### src/rtl/stat_sprite_writer.sv
// Write side of the static sprite store: unpacks a 64-byte stream (four 2-bit pixels per
// byte, LSBs first) into 256 pixel writes on the write port of the selected sprite RAM.
module stat_sprite_writer #(
   parameter int NUM_SPRITES    = 2,
   parameter int TIMEOUT_CYCLES = 1024
) (
   input  logic                   clock,
   input  logic                   reset,
   input  logic                   start,
   input  logic [5:0]             select,
   input  logic [7:0]             data_in,
   input  logic                   data_valid,
   output logic                   data_ready,
   output logic [NUM_SPRITES-1:0] wr_en,
   output logic [7:0]             wr_address,
   output logic [1:0]             wr_data,
   output logic                   busy,
   output logic                   done,
   output logic                   error,
   output logic [2:0]             dbg_state
);

   localparam int            TW       = $clog2(TIMEOUT_CYCLES + 1);
   localparam logic [TW-1:0] TO_LAST  = TW'(TIMEOUT_CYCLES - 1);
   localparam logic [6:0]    NUM_SEL  = 7'(NUM_SPRITES);

   typedef enum logic [2:0] {
      S_IDLE  = 3'd0,
      S_LOAD  = 3'd1,
      S_WRITE = 3'd2,
      S_DONE  = 3'd3,
      S_ERR   = 3'd4
   } state_t;

   state_t                 r_state;
   state_t                 w_state_nxt;
   logic [5:0]             r_sel;
   logic [5:0]             w_sel_nxt;
   logic [7:0]             r_byte;
   logic [7:0]             w_byte_nxt;
   logic [7:0]             r_pix_cnt;
   logic [7:0]             w_pix_nxt;
   logic [TW-1:0]          r_to_cnt;
   logic [TW-1:0]          w_to_nxt;
   logic [NUM_SPRITES-1:0] w_onehot;
   logic [1:0]             w_pix_val;

   logic                   r_data_ready;
   logic [NUM_SPRITES-1:0] r_wr_en;
   logic [7:0]             r_wr_address;
   logic [1:0]             r_wr_data;
   logic                   r_busy;
   logic                   r_done;
   logic                   r_error;

   // Handshake (valid/ready): a byte transfers on a rising clock edge where data_valid and
   // data_ready are both high. data_ready is high in every LOAD cycle and in no other state;
   // the source may hold or change data_valid freely, nothing is taken while data_ready is low.

   always_comb begin
      w_state_nxt = r_state;
      w_sel_nxt   = r_sel;
      w_byte_nxt  = r_byte;
      w_pix_nxt   = r_pix_cnt;
      w_to_nxt    = r_to_cnt;
      case (r_state)
         S_IDLE: begin
            if (start) begin
               if ({1'b0, select} < NUM_SEL) begin
                  w_state_nxt = S_LOAD;
                  w_sel_nxt   = select;
                  w_pix_nxt   = 8'd0;
                  w_to_nxt    = '0;
               end else begin
                  w_state_nxt = S_ERR;
               end
            end
         end
         S_LOAD: begin
            if (data_valid && r_data_ready) begin
               w_byte_nxt  = data_in;
               w_to_nxt    = '0;
               w_state_nxt = S_WRITE;
            end else if (r_to_cnt == TO_LAST) begin
               w_state_nxt = S_ERR;
            end else begin
               w_to_nxt = r_to_cnt + TW'(1);
            end
         end
         S_WRITE: begin
            // r_pix_cnt is the address on the port this cycle; the low two bits pick the pixel
            w_pix_nxt = r_pix_cnt + 8'd1;
            if (r_pix_cnt[1:0] == 2'd3) begin
               w_state_nxt = (r_pix_cnt == 8'hFF) ? S_DONE : S_LOAD;
            end
         end
         S_DONE:  w_state_nxt = S_IDLE;
         S_ERR:   w_state_nxt = S_IDLE;
         default: w_state_nxt = S_IDLE;
      endcase
   end

   always_comb begin
      w_onehot = '0;
      for (int i = 0; i < NUM_SPRITES; i++) begin
         w_onehot[i] = (w_sel_nxt == 6'(i));
      end
   end

   always_comb begin
      w_pix_val = 2'b00;
      case (w_pix_nxt[1:0])
         2'd0: w_pix_val = w_byte_nxt[1:0];
         2'd1: w_pix_val = w_byte_nxt[3:2];
         2'd2: w_pix_val = w_byte_nxt[5:4];
         2'd3: w_pix_val = w_byte_nxt[7:6];
         default: w_pix_val = 2'b00;
      endcase
   end

   // Outputs are registered from next-state values so they line up with the state they describe.
   always_ff @(posedge clock or posedge reset) begin
      if (reset) begin
         r_state      <= S_IDLE;
         r_sel        <= 6'd0;
         r_byte       <= 8'd0;
         r_pix_cnt    <= 8'd0;
         r_to_cnt     <= '0;
         r_data_ready <= 1'b0;
         r_wr_en      <= '0;
         r_wr_address <= 8'd0;
         r_wr_data    <= 2'b00;
         r_busy       <= 1'b0;
         r_done       <= 1'b0;
         r_error      <= 1'b0;
      end else begin
         r_state      <= w_state_nxt;
         r_sel        <= w_sel_nxt;
         r_byte       <= w_byte_nxt;
         r_pix_cnt    <= w_pix_nxt;
         r_to_cnt     <= w_to_nxt;
         r_data_ready <= (w_state_nxt == S_LOAD);
         r_wr_en      <= (w_state_nxt == S_WRITE) ? w_onehot : '0;
         r_wr_address <= w_pix_nxt;
         r_wr_data    <= (w_state_nxt == S_WRITE) ? w_pix_val : 2'b00;
         r_busy       <= (w_state_nxt != S_IDLE);
         r_done       <= (w_state_nxt == S_DONE);
         r_error      <= (w_state_nxt == S_ERR);
      end
   end

   assign data_ready = r_data_ready;
   assign wr_en      = r_wr_en;
   assign wr_address = r_wr_address;
   assign wr_data    = r_wr_data;
   assign busy       = r_busy;
   assign done       = r_done;
   assign error      = r_error;
   assign dbg_state  = r_state;

endmodule

### config.mk
export PLATFORM = sky130hd
export DESIGN_NAME = stat_sprite_writer
export DESIGN_NICKNAME = d
export VERILOG_FILES = /design/src/rtl/stat_sprite_writer.sv
export SDC_FILE = /design/constraint.sdc
export NUM_CORES = 1
export LEC_CHECK = 0
export ABC_AREA = 0
export CAP_MARGIN = 25
export CORE_ASPECT_RATIO = 1.5
export CORE_UTILIZATION = 39
export DETAILED_ROUTE_END_ITERATION = 8
export GPL_TIMING_DRIVEN = 0
export SYNTH_ARGS = -nofsm -noshare
export SYNTH_HDL_FRONTEND = slang
export SYNTH_SLANG_ARGS = --single-unit
### constraint.sdc
create_clock -name clock -period 1.89 [get_ports clock]
set_clock_uncertainty 0.05 [all_clocks]
set_input_delay 0.4725 -clock clock [delete_from_list [all_inputs] [get_ports clock]]
set_output_delay 0.4725 -clock clock [all_outputs]
set_load 0.1 [all_outputs]
==> results.txt, run 1 <==
The run finished, with violations left. The checks that failed: negative setup slack. The area used by multi-input combinational logic came out at 1205 um2. The share of the cycle needed by the critical path after routing is 1.099.

On the critical path the largest part of the delay comes from simple AND/OR/NAND/NOR gates. In the post-route analysis, the smallest setup slack over all paths is -0.1880 ns. The row count is 33.

The most common flop cell mapped by yosys is dfrtp_1. The count of endpoints failing hold in the final timing report was 0. The residual overflow from global routing came out at 0. For this block, the via count after detailed routing is 1798. The floorplan step set the die width to 63.06 um. The largest family of logic cells by synthesized area is simple AND/OR/NAND/NOR gates. The xor-xnor portion of the synthesized cell area is 0.04819.

The final setup TNS is -0.5664 ns. Registers take 1124 um2. The number of distinct library cells after synthesis came out at 49. The share of the synthesized area in compound gates (AO/OA/AOI/OAI) is 0.09409.

The signal on the critical path passes through or3b_4 > nor2_8 > mux2_4 > a2bb2o_4 > o31a_1. The arithmetic-cell share of the synthesized area counting full adders, half adders and majority gates came out at 0.01147. The clock transition at the registers of the reported paths is 0.09 ns.

The clock latency reported for the late side of the worst-skew pair is 0.30 ns. The placed wire-length estimate is 3.483 mm. In this run, synthesis inferred 0 flip-flops with an integrated enable. The hold buffer count at CTS came out at 0. After synthesis, the mean cell area works out to 10.48 um2.

The maximum VDD drop is 0.0005907 V. The share of cells above drive strength 1 is 0.3613. The worst slew margin relative to its limit is 0.5996. For this run, the number of Yosys warnings is 0.

The initial core utilization is 0.4032. The pre-antenna-repair detailed-routing pass consisted of 4 iterations. The net count reported at finish came out at 293. The number of global-route vias before repair is 1788. For this run, design rule violations remaining after detail routing come to 0. STA classifies the critical path startpoint as a flip-flop. The final period demand of the worst path is 2.078 ns.

The routed length per instance came out at 15.05 um. The floorplan die height is 93.59 um. The total die area is 5901 um2.

The overall routing resource usage is 0.1927. For this block, the routed nets add up to 5.178 mm of wire. The instance area after placement came out at 2693 um2.

The layout filler cell count is 466. The clock sink count is 44. Data on the critical path is required at its endpoint by 2.01 ns. The total CTS buffers came out at 5. For the pin with the worst max-slew slack, the measured transition is 0.5913 ns.

The critical-path maximum fanout is 4. The number of buffers on the longest clock path came out at 2. The share of the Yosys chip area taken by registers is 0.5049. The count of input and output buffers is 36. The synthesized netlist occupies a cell area of 2181 um2. The reported leakage power is 1.428 nW. Summed over all instances, the cell type with the most area after synthesis is dfrtp_1. The worst hold slack came out at 0.4317 ns. Ranked by total cell area, the synthesized netlist is headed by dfrtp_1 (50%), nor2_1 (3.6%), nand3_1 (3.2%).

The number of routed nets with antenna violations is 0. Setup repair after global routing could not meet its margin everywhere. The number of antenna violations at the first check in global routing is 0.

The first routing iteration left 59 violations. The total power per unit cell area is 831.1 nW/um2. The setup violation total in the final timing report is 9. The cell area after layout is 3193 um2. The layout overhead on the synthesized area came out at 46.41%. The proportion of synthesized flip-flops having asynchronous set or reset is 1.000. The share of synthesized area in the top cell type comes to 0.5049. The multiplexer fraction of the synthesized cell area is 0.06081. The congestion estimate from routability-driven global placement came to 0.7945. When the netlist entered floorplanning its net count stood at 228.

In this run the standard cell core region covers 5409 um2. The count of mapped cells out of synthesis came out at 208. The tool flagged a number of max-cap violations equal to 0. The total I/O pin count is 37. Timing would allow up to 0.4812 GHz. The element type at the critical path end is a flip-flop. The mean number of vias per cell is 5.227. The slowest cell on the critical path is dfrtp_4. The maximum number of pins on one net before global-route repair came out at 24. Data on the critical path arrives at its endpoint at 2.20 ns. The antenna cell count is 0. The H-tree depth reported by CTS came out at 2. The final max-slew violation count is 0. The register bit count reported by yosys came out at 44. CTS placed an instance of clkbuf_8 at the clock tree root. The longest individual stage delay on the worst path came out at 0.50 ns. The class of the tightest hold or removal check is reg -> reg.

The TritonCTS clock tree is yes. The number of buffers and inverters on the critical path is 0. The global-route wire length before repair came out at 8.783 mm. Of the total synthesized cell area, the portion taken by AND, OR, NAND and NOR gates is 0.2507. The kind of critical path is reg -> reg.
## routing by layer
metal / wire length, um / global-route usage / share of wire
met2: 2863 / 0.3459 / 0.55
met4: 78 / 0.07364 / 0.015
met1: 2162 / 0.2241 / 0.42
met5: 0 / 0 / 0
met3: 73 / 0.03415 / 0.014
## flip-flops by register name (all words and copies together) (netlist names), 2 cells and up
signal,flops
dbg_state,3
r_byte,8
r_sel,6
r_to_cnt,11
wr_address,8
wr_data,2
wr_en,2
## power by group
group	total, W	switching (W)	internal (W)
clock	0.000713	0.000320	0.000393
sequential	0.00109	0.0000775	0.00102
combinational	0.000846	0.000545	0.000301
total	0.00265	0.000942	0.00171
## timing repair
| action | CTS | global route |
|---|---|---|
| buffers inserted | 12 | 12 |
| resized for setup | 86 | 30 |
| setup endpoints to repair | 56 | 29 |
| pin swaps | 5 | 12 |
## Yosys cell counts, types with 2 or more instances
cell and count:
a211oi_1 3, a21oi_1 2, and2_1 6, and3_1 5
buf_6 2, clkbuf_1 4, dfrtp_1 44, ha_1 2
inv_1 6, mux2_2 6, mux2i_1 5, nand2_1 15
nand3_1 14, nand3b_1 3, nand4_1 3, nor2_1 21
nor2b_1 3, nor3_1 7, nor3b_2 2, nor4_1 5
o211ai_1 2, o21ai_0 6, o2bb2ai_1 2, o31ai_1 3
or3b_1 2, or4_1 2, xnor2_1 6, xor2_1 6
## kinds of logic after synthesis
logic type                 count (synthesis)
buffers and inverters                     13
AOI/OAI and AO/OA                         28
DFF                                       44
adders and majority gates                  2
xor gates and xnor gates                  12
muxes                                     12
and+or+nand+nor                           97
## final timing paths
path,from,endpoint,slack (ns),cells after the start
setup / recovery,dbg_state[1],wr_data[1],-0.19,5
hold / removal,r_sel[5],r_sel[5],0.43,1
setup reg to reg,dbg_state[1],wr_data[1],-0.19,5
hold reg to reg,r_sel[5],r_sel[5],0.43,1
max in group asynchronous,reset,dbg_state[0],0.82,3
min in group asynchronous,reset,r_sel[3],0.48,2
## area by class of cell
class / count / share of cell area
flip-flops and latches: 44 / 0.3519
clock buffers: 6 / 0.02273
inverters: 6 / 0.007053
repair buffers: 61 / 0.1881
multi-input cells: 151 / 0.3774
well taps: 70 / 0.02743
plain buffers: 4 / 0.01450
clock inverters: 2 / 0.01097
## per-stage QoR
step	setup WS, ns	cells	util	total power [W]
6_report	-0.1880	344	0.5903	0.002654
5_1_grt	-0.2357	344	0.5903	0.002778
4_1_cts	-0.2384	334	0.5584	0.002609
3_5_place_dp	-0.7057	315	0.4978	0.001872
3_3_place_gp	-0.8630	314	0.4927	0.001862
2_1_floorplan	-0.3358	208	-	0.001669
## placed cells by master, fill, tap and decap left out, types with 3 or more instances in the layout
master	count
nor2b_1	3
clkdlybuf4s50_1	12
inv_1	5
dfrtp_1	34
buf_6	5
clkbuf_8	5
o21ai_0	6
nand4_1	3
mux2i_1	3
and3_1	4
nand3_1	13
clkdlybuf4s15_2	16
dlymetal6s2s_1	3
nand2_1	14
buf_4	19
xnor2_1	5
nand3b_1	3
and2_1	6
buf_2	3
buf_8	3
mux2_4	6
xor2_1	6
dfrtp_2	6
nor2_1	21
o31ai_1	3
dfrtp_4	4
nor3_1	6
(Power assumes the default switching activity.)
==> run 2, diff against run 1 <==
--- a/config.mk
+++ b/config.mk
@@ -8,9 +8,10 @@
 export ABC_AREA = 0
 export CAP_MARGIN = 25
 export CORE_ASPECT_RATIO = 1.5
-export CORE_UTILIZATION = 39
+export CORE_UTILIZATION = 47
 export DETAILED_ROUTE_END_ITERATION = 8
 export GPL_TIMING_DRIVEN = 0
+export PLACE_DENSITY = 0.75
 export SYNTH_ARGS = -nofsm -noshare
 export SYNTH_HDL_FRONTEND = slang
 export SYNTH_SLANG_ARGS = --single-unit
==> run 2 against run 1 <==
Compared with the run above: the flow finishes with violations (design-rule violations, negative setup slack); combinational power fell by 0.7%; setup slack got worse by 0.051 ns; final cell count decreased by 5.8%; sequential power barely moved; via count rose by 5.0%; fmax decreased by 2.4%; die area down 17%; clock power down 14%.
==> results.txt, run 2 (synthesized netlist as in run 1, its figures left out) <==
The row count came to 30 (-9.1%). The cell area after layout is 3153 um2 (-1.3%). The number of max-cap violations was 0 (unchanged). The run finished, with violations left. The data required time at the worst endpoint is 2.01 ns (about the same). The final weighted congestion in routability-driven placement was 0.8128 (+2.3%).

The final design utilization is 0.7000 (+0.1097). The worst hold path belongs to the class reg -> reg. The clock transition at the registers of the reported paths is 0.09 ns (about the same). The number of routed nets with antenna violations is 0 (unchanged). The critical-path maximum fanout is 4 (unchanged).

The reported net switching power is 0.0009502 W (+0.82%). The H-tree depth reported by CTS was 2 (unchanged). The highest achievable clock rate came out at 0.4697 GHz (-2.4%).

The instance area after placement is 2638 um2 (-2.0%). The longest individual stage delay on the worst path is 0.52 ns (+0.02 ns). The worst hold slack came out at 0.4372 ns (+0.005549 ns). The final max-slew violation count came out at 0 (unchanged). Setup repair after global routing could not meet its margin everywhere. The remaining design rule violation count came out at 1 (+1). The clock latency reported for the late side of the worst-skew pair came out at 0.30 ns (about the same).

The register share of total power is 0.431 (+0.018). The total iterations of the first detailed-routing run came out at 6 (+2). CTS placed an instance of clkbuf_8 at the clock tree root.

The transition at the pin with the smallest max-transition slack came to 0.8995 ns (+0.3082 ns). The area of the core came to 4504 um2 (-17%). The number of global-route vias before repair was 1959 (+9.6%). The fraction of power spent switching nets is 0.3720 (+0.01690).

The residual overflow from global routing came out at 0 (unchanged). The layout filler cell count came out at 319 (-32%). The width of the die came to 57.62 um (-8.6%).

The antenna cell count is 0 (unchanged). The worst slew margin relative to its limit came out at 0.3995 (-0.2001). The global-route wire length before repair came out at 8.963 mm (+2.0%). The maximum number of pins on one net before global-route repair came out at 45 (+88%). The initial core utilization was 0.4842 (+0.08097). The clock sink count is 44 (unchanged). The final period demand of the worst path is 2.129 ns (+0.05123 ns).

The setup slack of the worst register-to-register path is -0.24 ns (-0.05 ns). The mean number of vias per cell is 5.827 (+11%). The number of antenna violations at the first check in global routing came out at 0 (unchanged). The number of cells in the design after placement is 292 (-7.3%). The combinational cell fraction of total power came to 0.329 (+0.010).

The net count reported at finish was 295 (+0.68%). The largest delay contributor family on the critical path is flip-flops. The count of input and output buffers came to 36 (unchanged). TritonCTS built the clock tree. The total via count in the routed design came to 1888 (+5.0%). The reported leakage power is 1.403 nW (-1.8%). The total CTS buffers is 5 (unchanged). The share of the cycle needed by the critical path after routing came out at 1.127 (+0.02711). Counting flops per register, the top entry is r_to_cnt. The share of total power in the clock network came out at 0.240 (-0.029). The cell-internal power came to 0.001604 W (-6.3%). The violation count after the first detailed-route iteration was 62 (+5.1%).

The kind of critical path is reg -> reg. The final routed wirelength across all metal layers was 5.465 mm (+5.5%). The checks that failed: design-rule violations, negative setup slack. The number of flip-flops in the largest register is 11 (unchanged).

The number of buffers on the longest clock path is 2 (unchanged). The placed wire-length estimate is 3.297 mm (-5.4%). The total I/O pin count came out at 37 (unchanged). The routed length per instance came out at 16.87 um (+12%). The worst-case setup margin in the final layout came out at -0.2392 ns (-0.05123 ns). The worst setup path is captured at a flip-flop. The total die area was 4922 um2 (-17%).

Relative to the synthesized area, the layout overhead comes to 44.58%. The slowest cell on the critical path is dfrtp_4. The hold buffer count at CTS came out at 0 (unchanged). The critical path goes through or3b_1 > buf_6 > nor2_8 > mux2_4 > a2bb2o_4 > o31a_1. The floorplan die height came out at 85.43 um (-8.7%). The count of non-filler cells in the finished layout came to 324 (-5.8%). The overall routing resource usage came to 0.2403 (+0.04765). The share of cells above drive strength 1 came to 0.3768 (+0.01550). Leaving out fill and tap cells, the most frequent cells in the layout are dfrtp_1 (34), nor2_1 (20), buf_4 (18), clkdlybuf4s15_2 (15). The final setup TNS came out at -1.747 ns (-1.180 ns). The data arrival time of the worst path is 2.25 ns (+0.05 ns).

Leaving out fill and tap cells, the most frequent cell in the layout is dfrtp_1. The total buffers and inverters traversed by the critical path came to 1 (+1). STA classifies the critical path startpoint as a flip-flop. The maximum VDD drop is 0.0008457 V (+43%). The setup violation total in the final timing report is 23 (+14). The total power per unit cell area came out at 810.0 nW/um2 (-2.5%).

The count of endpoints failing hold in the final timing report is 0 (unchanged).
## run 2: cell count changes in the layout (fill, tap and decap cells not counted), sizes merged
cell | previous run | this run
clkdlybuf4s15 | 16 | 15
dlymetal6s2s | 3 | 1
dlygate4sd2 | 2 | 3
bufinv | 1 | 0
clkdlybuf4s50 | 12 | 13
clkinv | 1 | 2
buf | 31 | 34
## run 2: path summary, 6_finish.rpt
| path | endpoint | from | depth (start not counted) |
|---|---|---|---|
| hold / removal | r_sel[5] | r_sel[5] | 1 |
| setup / recovery | wr_data[1] | dbg_state[2] | 6 |
| max in group asynchronous | dbg_state[1] | reset | 2 |
| hold reg to reg | r_sel[5] | r_sel[5] | 1 |
| min in group asynchronous | r_sel[3] | reset | 2 |
| setup reg to reg | wr_data[1] | dbg_state[2] | 6 |
## run 2: power by group through the flow
| stage | sequential, W | combinational, W | clock (W) |
|---|---|---|---|
| 2_1_floorplan | 0.00138 | 0.000293 | 0 |
| 3_3_place_gp | 0.00111 | 0.000745 | 0 |
| 3_5_place_dp | 0.00111 | 0.000754 | 0 |
| 4_1_cts | 0.00109 | 0.000807 | 0.000628 |
| 5_1_grt | 0.00111 | 0.000886 | 0.000679 |
| 6_report | 0.00110 | 0.000840 | 0.000614 |
## run 2: per-stage QoR
stage	setup WS (ns)	power (W)
after floorplan	-0.3358	0.001669
after detailed placement	-0.6426	0.001864
after global placement	-0.7694	0.001853
final	-0.2392	0.002554
after global routing	-0.2729	0.002673
after CTS	-0.1969	0.002527
## run 2: area by class of cell
cell class | count | area (um2) | area share
buffer | 5 | 60.06 | 0.01905
multi-input combinational | 151 | 1211 | 0.3841
inverter | 6 | 22.52 | 0.007143
clock buffer | 6 | 82.58 | 0.02619
sequential | 44 | 1124 | 0.3564
tap | 48 | 60.06 | 0.01905
clock inverter | 2 | 10.01 | 0.003175
timing repair buffer | 62 | 583.1 | 0.1849
## run 2: what timing repair did
item	4_1_cts	5_1_grt
setup buffers	18	8
resized for setup	101	22
pin swaps	12	17
endpoints found under the setup margin	54	31
## run 2: worst reg2reg max path, delay by kind of cell (launching register included)
| kind | cells | cell delay (ns) |
|---|---|---|
| buf+inv | 1 | 0.15 |
| simple gates | 2 | 0.51 |
| flops | 1 | 0.52 |
| mux | 1 | 0.34 |
| compound gates | 2 | 0.44 |
## run 2: routing by layer
metal | vias up | share of wire | global-route usage
met5 | - | 0 | 0
met4 | 0 | 0.032 | 0.1264
li1 | 885 | - | -
met1 | 936 | 0.40 | 0.2834
met2 | 50 | 0.54 | 0.4133
met3 | 17 | 0.028 | 0.03659
